--- src/rtl/led_stretch_pkg.sv ---
// Shared types and helpers for the LED pulse stretcher.
// Fade/PWM stage is built only when LED_STRETCH_FADE_EN is defined.
package led_stretch_pkg;

  typedef enum logic [1:0] {
    IDLE = 2'd0,
    HOLD = 2'd1,
    FADE = 2'd2
  } state_e;

  function automatic int unsigned max_level(
    input int unsigned bits
  );
    return (32'd1 << bits) - 32'd1;
  endfunction

  function automatic int unsigned cnt_width(
    input int unsigned n
  );
    return (n > 1) ? $clog2(n) : 1;
  endfunction

endpackage

--- src/rtl/led_pwm_gen.sv ---
// Free-running PWM counter and duty compare for the fade stage.
// Used by led_pulse_stretcher only when LED_STRETCH_FADE_EN is defined.
module led_pwm_gen
  import led_stretch_pkg::*;
#(
  parameter int unsigned PWM_BITS = 4
) (
  input  logic                clk,
  input  logic                rst,
  input  logic [PWM_BITS-1:0] level_i,
  output logic                pwm_on_o
);

  logic [PWM_BITS-1:0] pwm_q;
  logic [PWM_BITS-1:0] pwm_d;

  assign pwm_d = pwm_q + PWM_BITS'(1);

  always_ff @(posedge clk or posedge rst) begin
    if (rst) begin
      pwm_q <= '0;
    end else begin
      pwm_q <= pwm_d;
    end
  end

  // Compared against next-cycle values so the registered led lines up.
  assign pwm_on_o = (pwm_d < level_i);

endmodule

--- src/rtl/led_pulse_stretcher.sv ---
// Stretches short event pulses into a visible LED hold plus PWM fade.
// Define LED_STRETCH_FADE_EN to build the FADE stage; else hold-only.
module led_pulse_stretcher
  import led_stretch_pkg::*;
#(
  parameter int unsigned HOLD_CYCLES      = 50000,
  parameter int unsigned FADE_STEP_CYCLES = 4096,
  parameter int unsigned PWM_BITS         = 4
) (
  input  logic                clk,
  input  logic                rst,
  input  logic                trig,
  output logic                led,
  output logic                busy,
  output logic [PWM_BITS-1:0] level
);

  if (HOLD_CYCLES < 1) begin : g_bad_hold
    $error("HOLD_CYCLES must be >= 1");
  end
  if (FADE_STEP_CYCLES < 1) begin : g_bad_step
    $error("FADE_STEP_CYCLES must be >= 1");
  end
  if (PWM_BITS < 1 || PWM_BITS > 8) begin : g_bad_bits
    $error("PWM_BITS must be 1..8");
  end

  localparam int unsigned HW = cnt_width(HOLD_CYCLES);
  localparam logic [HW-1:0] HOLD_LAST = HW'(HOLD_CYCLES - 1);
  localparam logic [PWM_BITS-1:0] LVL_MAX =
    PWM_BITS'(max_level(PWM_BITS));

  state_e              state_q, state_d;
  logic [HW-1:0]       hold_q, hold_d;
  logic [PWM_BITS-1:0] level_q, level_d;
  logic                led_q, led_d;
  logic                busy_q;

`ifdef LED_STRETCH_FADE_EN
  localparam int unsigned SW = cnt_width(FADE_STEP_CYCLES);
  localparam logic [SW-1:0] STEP_LAST = SW'(FADE_STEP_CYCLES - 1);

  logic [SW-1:0] step_q, step_d;
  logic          pwm_on;

  led_pwm_gen #(
    .PWM_BITS (PWM_BITS)
  ) u_pwm (
    .clk      (clk),
    .rst      (rst),
    .level_i  (level_d),
    .pwm_on_o (pwm_on)
  );

  always_ff @(posedge clk or posedge rst) begin
    if (rst) begin
      step_q <= '0;
    end else begin
      step_q <= step_d;
    end
  end

  always_comb begin
    state_d = state_q;
    hold_d  = hold_q;
    step_d  = step_q;
    level_d = level_q;
    unique case (state_q)
      IDLE: begin
        level_d = '0;
        hold_d  = '0;
        step_d  = '0;
        if (trig) begin
          state_d = HOLD;
          level_d = LVL_MAX;
        end
      end
      HOLD: begin
        level_d = LVL_MAX;
        if (trig) begin
          hold_d = '0;
        end else if (hold_q == HOLD_LAST) begin
          state_d = FADE;
          hold_d  = '0;
          step_d  = '0;
        end else begin
          hold_d = hold_q + HW'(1);
        end
      end
      FADE: begin
        // A new event beats the pending step/decrement.
        if (trig) begin
          state_d = HOLD;
          level_d = LVL_MAX;
          hold_d  = '0;
          step_d  = '0;
        end else if (step_q == STEP_LAST) begin
          step_d  = '0;
          level_d = level_q - PWM_BITS'(1);
          if (level_q == PWM_BITS'(1)) begin
            state_d = IDLE;
          end
        end else begin
          step_d = step_q + SW'(1);
        end
      end
      default: begin
        state_d = IDLE;
        level_d = '0;
        hold_d  = '0;
        step_d  = '0;
      end
    endcase
    led_d = (state_d == HOLD) ||
            ((state_d == FADE) && pwm_on);
  end
`else
  always_comb begin
    state_d = state_q;
    hold_d  = hold_q;
    level_d = level_q;
    unique case (state_q)
      IDLE: begin
        level_d = '0;
        hold_d  = '0;
        if (trig) begin
          state_d = HOLD;
          level_d = LVL_MAX;
        end
      end
      HOLD: begin
        level_d = LVL_MAX;
        if (trig) begin
          hold_d = '0;
        end else if (hold_q == HOLD_LAST) begin
          state_d = IDLE;
          hold_d  = '0;
          level_d = '0;
        end else begin
          hold_d = hold_q + HW'(1);
        end
      end
      default: begin
        state_d = IDLE;
        level_d = '0;
        hold_d  = '0;
      end
    endcase
    led_d = (state_d == HOLD);
  end
`endif

  always_ff @(posedge clk or posedge rst) begin
    if (rst) begin
      state_q <= IDLE;
      hold_q  <= '0;
      level_q <= '0;
      led_q   <= 1'b0;
      busy_q  <= 1'b0;
    end else begin
      state_q <= state_d;
      hold_q  <= hold_d;
      level_q <= level_d;
      led_q   <= led_d;
      busy_q  <= (state_d != IDLE);
    end
  end

  assign led   = led_q;
  assign busy  = busy_q;
  assign level = level_q;

endmodule

--- config.mk ---
export PLATFORM = sky130hd
export DESIGN_NAME = led_pulse_stretcher
export DESIGN_NICKNAME = d
export VERILOG_FILES = /design/src/rtl/led_stretch_pkg.sv /design/src/rtl/led_pwm_gen.sv /design/src/rtl/led_pulse_stretcher.sv
export SDC_FILE = /design/constraint.sdc
export NUM_CORES = 1
export LEC_CHECK = 0
export ABC_CLOCK_PERIOD_IN_PS = 2000
export CAP_MARGIN = 15
export CELL_PAD_IN_SITES_DETAIL_PLACEMENT = 0
export CELL_PAD_IN_SITES_GLOBAL_PLACEMENT = 1
export CORE_MARGIN = 2
export CORE_UTILIZATION = 37
export DETAILED_ROUTE_END_ITERATION = 16
export PLACE_DENSITY_LB_ADDON = 0.1
export SLEW_MARGIN = 20
export SYNTH_ARGS = -nofsm -noshare
export SYNTH_HDL_FRONTEND = slang
export SYNTH_HIERARCHICAL = 1
export SYNTH_SLANG_ARGS = --single-unit
--- constraint.sdc ---
create_clock -name clk -period 2 [get_ports clk]
set_input_delay 0.5 -clock clk [delete_from_list [all_inputs] [get_ports clk]]
set_output_delay 0.5 -clock clk [all_outputs]
set_load 0.02 [all_outputs]
==> key figures, run 1 <==
Synth
  • Ys Warns: 6
  • Mapped Nets: 100
  • Post-synth EDFFs: 0
  • Area fraction of the dominant cell type after synthesis: 52.0%
  • Synthesized cell area: 0.00101 mm2
  • Number of synthesized register bits: 21
  • Synth Area per Inst: 10.5 um2
  • Cell accounting for the most synthesized area: dfrtp_1
  • Synth top area cells: dfrtp_1 (52%), xnor2_1 (11%), nor2_1 (5.9%)
  • Most common library cells after synthesis: dfrtp_1 (21), nor2_1 (16), xnor2_1 (13)
  • Synth cell types: 22
  • Sequential-to-total area share from yosys stat: 52.0%
  • Synthesized instance count: 96
  • Ys async rst share: 100%
  • Synth Flop Type: dfrtp_1
  • Most frequent cell after synthesis: dfrtp_1

CTS
  • Clock Latency Late Sink: 0.30 ns
  • CTS Sinks: 21
  • Hold_buf cts: 0
  • Reg clk slew, reported paths: 0.11 ns
  • Num CTS Buffers: 3
  • PostCTS Resize Cnt: 0
  • H-tree level count: 1
  • # Post-CTS Setup Buffers: 0
  • TritonCTS clock tree: yes
  • Max clock buf depth: 2
  • CTS Root Buffer Type: clkbuf_4

Placement
  • Placer's final routability congestion estimate: 0.685
  • Hpwl dp: 1210 um
  • Placed cell area: 0.00111 mm2
  • PortBufs: 8
  • Pre-CTS setup slack: 0.196 ns

Layout
  • Fin area: 0.00114 mm2
  • Share of cells above drive strength 1: 10.2%
  • Final core occ: 45.1%
  • Area growth syn-to-layout: 12.6%
  • Filler cell count: 260
  • Ant. Diodes: 0
  • Fin nets: 113

Routing
  • DR WL/cell: 12.1 um
  • Vias per cell: 4.91
  • Max layer used: met4
  • DR pass1 iterations: 4
  • Met2 WL: 714 um
  • DR DRC count: 0
  • Initial detailed-routing violation count: 20
  • Routed Antenna Nets: 0
  • WL met1: 869 um
  • DRT Wirelength: 1670 um
  • DR vias: 678
  • Metal3 WL: 67 um

Worst setup path
  • Worst setup SP type: flip-flop
  • Top fanout value on the critical path: 10
  • WP buf/inv: 1
  • Start of the worst register-to-register path: hold_q[7]
  • Critical Path Max Stage Delay: 0.58 ns
  • Arr. time, crit path: 2.01 ns
  • Critical path depth in cells: 5
  • End of the critical path: hold_q[7]
  • CP max stage cell: or4b_1
  • Crit path launch: hold_q[7]
  • Worst flop-to-flop path endpoint: hold_q[7]
  • Crit path max-delay family: simple AND/OR/NAND/NOR gates
  • Data required, critical path: 2.20 ns
  • Critical-path cell list: or4b_1, nor4_4, or3_1, buf_4, nor2_1
  • Crit path capture type: flip-flop
  • Register-to-Register Setup Slack: 0.19 ns
  • Critical path type: reg -> reg
  • R2R cell count: 5

Floorplan
  • Rows: 18
  • Die area: 0.00317 mm2
  • Ports: 9
  • Die Width: 56.3 um
  • Die height: 56.3 um
  • Initial Utilization: 40.1%
  • Core area: 0.00252 mm2

Pwr
  • Sw Ratio: 23.2%
  • Clk pwr share: 28.3%
  • Power per Cell Area: 620 mW/mm2
  • Static leakage: 0.437 nW
  • Pint: 0.542 mW
  • Worst vdd ir: 0.377 mV
  • Switching power: 0.164 mW
  • Combinational share of power: 9.5%
  • Share of power burned in registers: 62.2%
  • Overall Power: 0.706 mW

GRT
  • Global route overflow: 0
  • First-pass GRT wire length: 2970 um
  • Vias in the first global route: 631
  • Global-route usage over all layers: 12.3%
  • Pin count of the biggest net entering global routing: 22
  • Initial antenna violation count: 0

Timing
  • Final Setup Violations: 0
  • Final Hold Violating Endpoints: 0
  • Fin crit period: 1.81 ns
  • Fin crit share: 90.7%
  • Final setup TNS: 0 ns
  • Max-slew violation count: 0
  • Clock Skew: 0.00185 ns
  • Worst Slack Setup Final: 0.187 ns
  • Peak Freq: 0.551 GHz
  • RSZ-0062 raised after global routing: no

Run status
  • Result of the run: completed

Hold path
  • Hold WC Path Type: reg -> reg

Run
  • Max-cap check violation count: 0
-- layout by cell type (no fill, tap or decap) --
master	count
buf_4	5
nor3_1	4
o22ai_1	4
conb_1	1
nand2b_1	1
nor4_4	1
ha_1	1
nor2_2	2
nand4_1	3
clkdlybuf4s50_1	8
xnor2_1	13
nand2_1	3
or4bb_1	2
or3_1	1
nor2_1	16
or4b_1	1
clkbuf_4	3
clkbuf_1	1
inv_1	6
dfrtp_1	21
nor4_1	5
nand3_1	5
xor2_1	1
-- cell families after synthesis --
logic type	share of synthesized area [%]
DFF	52.0
AOI/OAI and AO/OA	2.47
buffers and inverters	7.55
adders and majority gates	1.24
and+or+nand+nor	24.3
other	0.371
xor gates and xnor gates	12.1
-- worst min path at each step --
stage / from / end / slack [ns] / depth (start not counted)
floorplan: hold_q[0] / hold_q[0] / 0.46 / 1
detailed placement: hold_q[0] / hold_q[0] / 0.48 / 1
CTS: hold_q[0] / hold_q[0] / 0.50 / 1
global route: hold_q[0] / hold_q[0] / 0.51 / 1
global placement: hold_q[0] / hold_q[0] / 0.49 / 1
finish: hold_q[0] / hold_q[0] / 0.49 / 1
-- power groups by stage --
stage / registers (mW) / logic [mW] / clock network (mW)
4_1_cts: 0.439 / 0.0688 / 0.214
2_1_floorplan: 0.454 / 0.0396 / 0
5_1_grt: 0.440 / 0.0737 / 0.233
6_report: 0.439 / 0.0670 / 0.200
3_5_place_dp: 0.447 / 0.0686 / 0
3_3_place_gp: 0.447 / 0.0687 / 0
-- metal layers --
layer | vias to the layer above | track usage (%)
li1 | 347 | -
met1 | 316 | 17.1
met2 | 11 | 17.3
met3 | 4 | 4.84
met4 | 0 | 4.08
met5 | - | 0
-- area by class of cell --
class | instances | area [um2] | area share (%)
Tap cell | 30 | 37.5 | 3.30
Timing Repair Buffer | 13 | 118 | 10.3
Multi-Input combinational cell | 64 | 409 | 35.9
Sequential cell | 21 | 526 | 46.2
Clock buffer | 4 | 26.3 | 2.31
Inverter | 6 | 22.5 | 1.98
-- state kept, by name, summed over array words and instances, names as in the netlist --
name and flops:
led 1, hold_q 16, busy 1, state_q 2, level 1
-- per-stage QoR --
stage / hold slack, ns / std cells
floorplan: 0.456 / 96
global placement: 0.489 / 134
detailed placement: 0.481 / 134
finish: 0.492 / 138
CTS: 0.497 / 138
global route: 0.513 / 138
Note: power is estimated with default switching activity, not from simulation.
==> run 2: changes to the inputs <==
Settings changed: CAP_MARGIN 15 to 20, CTS_CLUSTER_SIZE set to 8, SYNTH_HIERARCHICAL 1 to not set.
==> results of run 2 <==
Final layout, timing and power as in run 1 (identical DEF).
Among the figures that moved: Yosys warning count 6 -> 0
==> run 3: changes to the inputs <==
Settings changed: CORE_ASPECT_RATIO set to 0.7.
==> key figures, run 3 <==
Run status
  • Result of the run: completed

CTS
  • CTS Sinks: 21
  • PostCTS Resize Cnt: 0
  • # Post-CTS Setup Buffers: 0
  • Reg clk slew, reported paths: 0.07 ns
  • Clock Latency Late Sink: 0.26 ns
  • H-tree level count: 1
  • Hold_buf cts: 0
  • CTS Root Buffer Type: clkbuf_8
  • Num CTS Buffers: 3
  • TritonCTS clock tree: yes
  • Max clock buf depth: 2

Pwr
  • Switching power: 0.173 mW
  • Power per Cell Area: 669 mW/mm2
  • Worst vdd ir: 0.297 mV
  • Sw Ratio: 22.2%
  • Overall Power: 0.777 mW
  • Clk pwr share: 35.0%
  • Static leakage: 0.446 nW
  • Share of power burned in registers: 56.5%
  • Pint: 0.605 mW
  • Combinational share of power: 8.5%

Layout
  • Most frequent cells in the layout: dfrtp_1 (21), nor2_1 (16), xnor2_1 (13)
  • Fin nets: 113
  • Share of cells above drive strength 1: 10.2%
  • Area growth syn-to-layout: 15.0%
  • Largest register by flop count: hold_q
  • Non-filler cells, final: 142
  • Regs by FF count: hold_q x16, state_q x2
  • Ant. Diodes: 0
  • Max reg flops: 16
  • Most common cell after layout, fill and taps aside: dfrtp_1
  • Final core occ: 45.9%

Timing
  • RSZ-0062 raised after global routing: no
  • Final setup TNS: 0 ns
  • Clock Skew: 0.00318 ns
  • Fin crit share: 93.1%
  • Final Hold Violating Endpoints: 0
  • Fin crit period: 1.86 ns
  • Max-slew violation count: 0
  • Final Setup Violations: 0
  • Peak Freq: 0.537 GHz
  • Worst Slack Setup Final: 0.138 ns

Floorplan
  • Ports: 9
  • Die height: 47.7 um
  • Die Width: 66.5 um
  • Core area: 0.00253 mm2
  • Initial Utilization: 39.9%
  • Die area: 0.00317 mm2
  • Rows: 15

Worst setup path
  • Crit path capture type: flip-flop
  • Worst flop-to-flop path endpoint: hold_q[9]
  • R2R cell count: 5
  • End of the critical path: hold_q[9]
  • Start of the worst register-to-register path: hold_q[7]
  • Crit path launch: hold_q[7]
  • Worst setup SP type: flip-flop
  • Register-to-Register Setup Slack: 0.14 ns
  • Top fanout value on the critical path: 16
  • Critical path type: reg -> reg
  • Data required, critical path: 2.14 ns
  • Arr. time, crit path: 2.01 ns

Synth
  • Ys Warns: 0
  • Number of synthesized register bits: 21
  • Synth Flop Type: dfrtp_1
  • Sequential-to-total area share from yosys stat: 52.0%
  • Mapped Nets: 100
  • Post-synth EDFFs: 0
  • Area fraction of the dominant cell type after synthesis: 52.0%
  • Most frequent cell after synthesis: dfrtp_1
  • Synthesized instance count: 96
  • Synthesized cell area: 0.00101 mm2
  • Most common library cells after synthesis: dfrtp_1 (21), nor2_1 (16), xnor2_1 (13)
  • Synth Area per Inst: 10.5 um2
  • Ys async rst share: 100%
  • Synth cell types: 22
  • Synth top area cells: dfrtp_1 (52%), xnor2_1 (11%), nor2_1 (5.9%)
  • Cell accounting for the most synthesized area: dfrtp_1

GRT
  • Global-route usage over all layers: 14.0%
  • Busiest grt layer: met1
  • Initial antenna violation count: 0
  • Met1 GRT Util: 21.2%
  • Vias in the first global route: 631
  • Global route overflow: 0
  • Met2 Use GR: 19.0%
  • M3 GR Usage: 4.24%
  • Pin count of the biggest net entering global routing: 22
  • First-pass GRT wire length: 3170 um

Placement
  • PortBufs: 8
  • # placed instances: 138
  • Hpwl dp: 1350 um
  • Placer's final routability congestion estimate: 0.756
  • Pre-CTS setup slack: 0.147 ns

Routing
  • Initial detailed-routing violation count: 32
  • DR DRC count: 0
  • DRT Wirelength: 1850 um
  • DR pass1 iterations: 4
  • DR vias: 683
  • Routed Antenna Nets: 0
  • Vias per cell: 4.81
  • DR WL/cell: 13.0 um

Hold path
  • Hold WC Path Type: reg -> reg
  • Worst hold start: hold_q[0]

Run
  • Max-cap check violation count: 0
-- run 3: cell counts after synthesis --
Identical to the previous run, type by type.
-- run 3: critical path, cell delays in order (launching register included) --
cell	delay, ns
dfrtp_1	0.44
or4b_1	0.59
nor4_4	0.29
or3_1	0.14
buf_4	0.21
nor2_1	0.08
-- run 3: stage by stage --
step	hold WS, ns	cell area (um2)
2_1_floorplan	0.456	1010
3_3_place_gp	0.487	1120
3_5_place_dp	0.496	1120
4_1_cts	0.508	1160
5_1_grt	0.525	1160
6_report	0.507	1160
-- run 3: worst min-delay path by stage --
| stage | cells past startpoint | slack (ns) | to |
|---|---|---|---|
| floorplan | 1 | 0.46 | hold_q[0] |
| CTS | 1 | 0.51 | hold_q[0] |
| global route | 1 | 0.52 | hold_q[0] |
| finish | 1 | 0.51 | hold_q[0] |
| detailed placement | 1 | 0.50 | hold_q[0] |
| global placement | 1 | 0.49 | hold_q[0] |
-- run 3: area by class of cell --
class / count / area (um2)
clock buffers: 4 / 45.0
flip-flops and latches: 21 / 526
repair buffers: 13 / 118
well taps: 34 / 42.5
multi-input cells: 64 / 409
fillers: 240 / 1370
inverters: 6 / 22.5
-- run 3: layer usage --
layer / share of wire (%) / vias to the layer above / wire (um)
li1: - / 344 / -
met1: 54 / 323 / 1010
met2: 39 / 13 / 729
met3: 5.0 / 3 / 92
met4: 0.97 / 0 / 18
met5: 0 / - / 0
-- run 3: cells by family (layout without fill, tap and decap cells) --
kind of cell    Yosys count  in the layout  share of synthesized area, %
compound gates            4              4                          2.47
simple gates             44             44                          24.3
flops                    21             21                          52.0
other cells               1              1                         0.371
fa+ha+maj                 1              1                          1.24
xor+xnor                 14             14                          12.1
buf+inv                  11             23                          7.55
-- run 3: power by group through the flow --
stage / clock network, mW / logic, mW / registers (mW)
2_1_floorplan: 0 / 0.0396 / 0.454
3_3_place_gp: 0 / 0.0673 / 0.447
3_5_place_dp: 0 / 0.0671 / 0.447
4_1_cts: 0.284 / 0.0673 / 0.439
5_1_grt: 0.309 / 0.0727 / 0.440
6_report: 0.272 / 0.0661 / 0.439
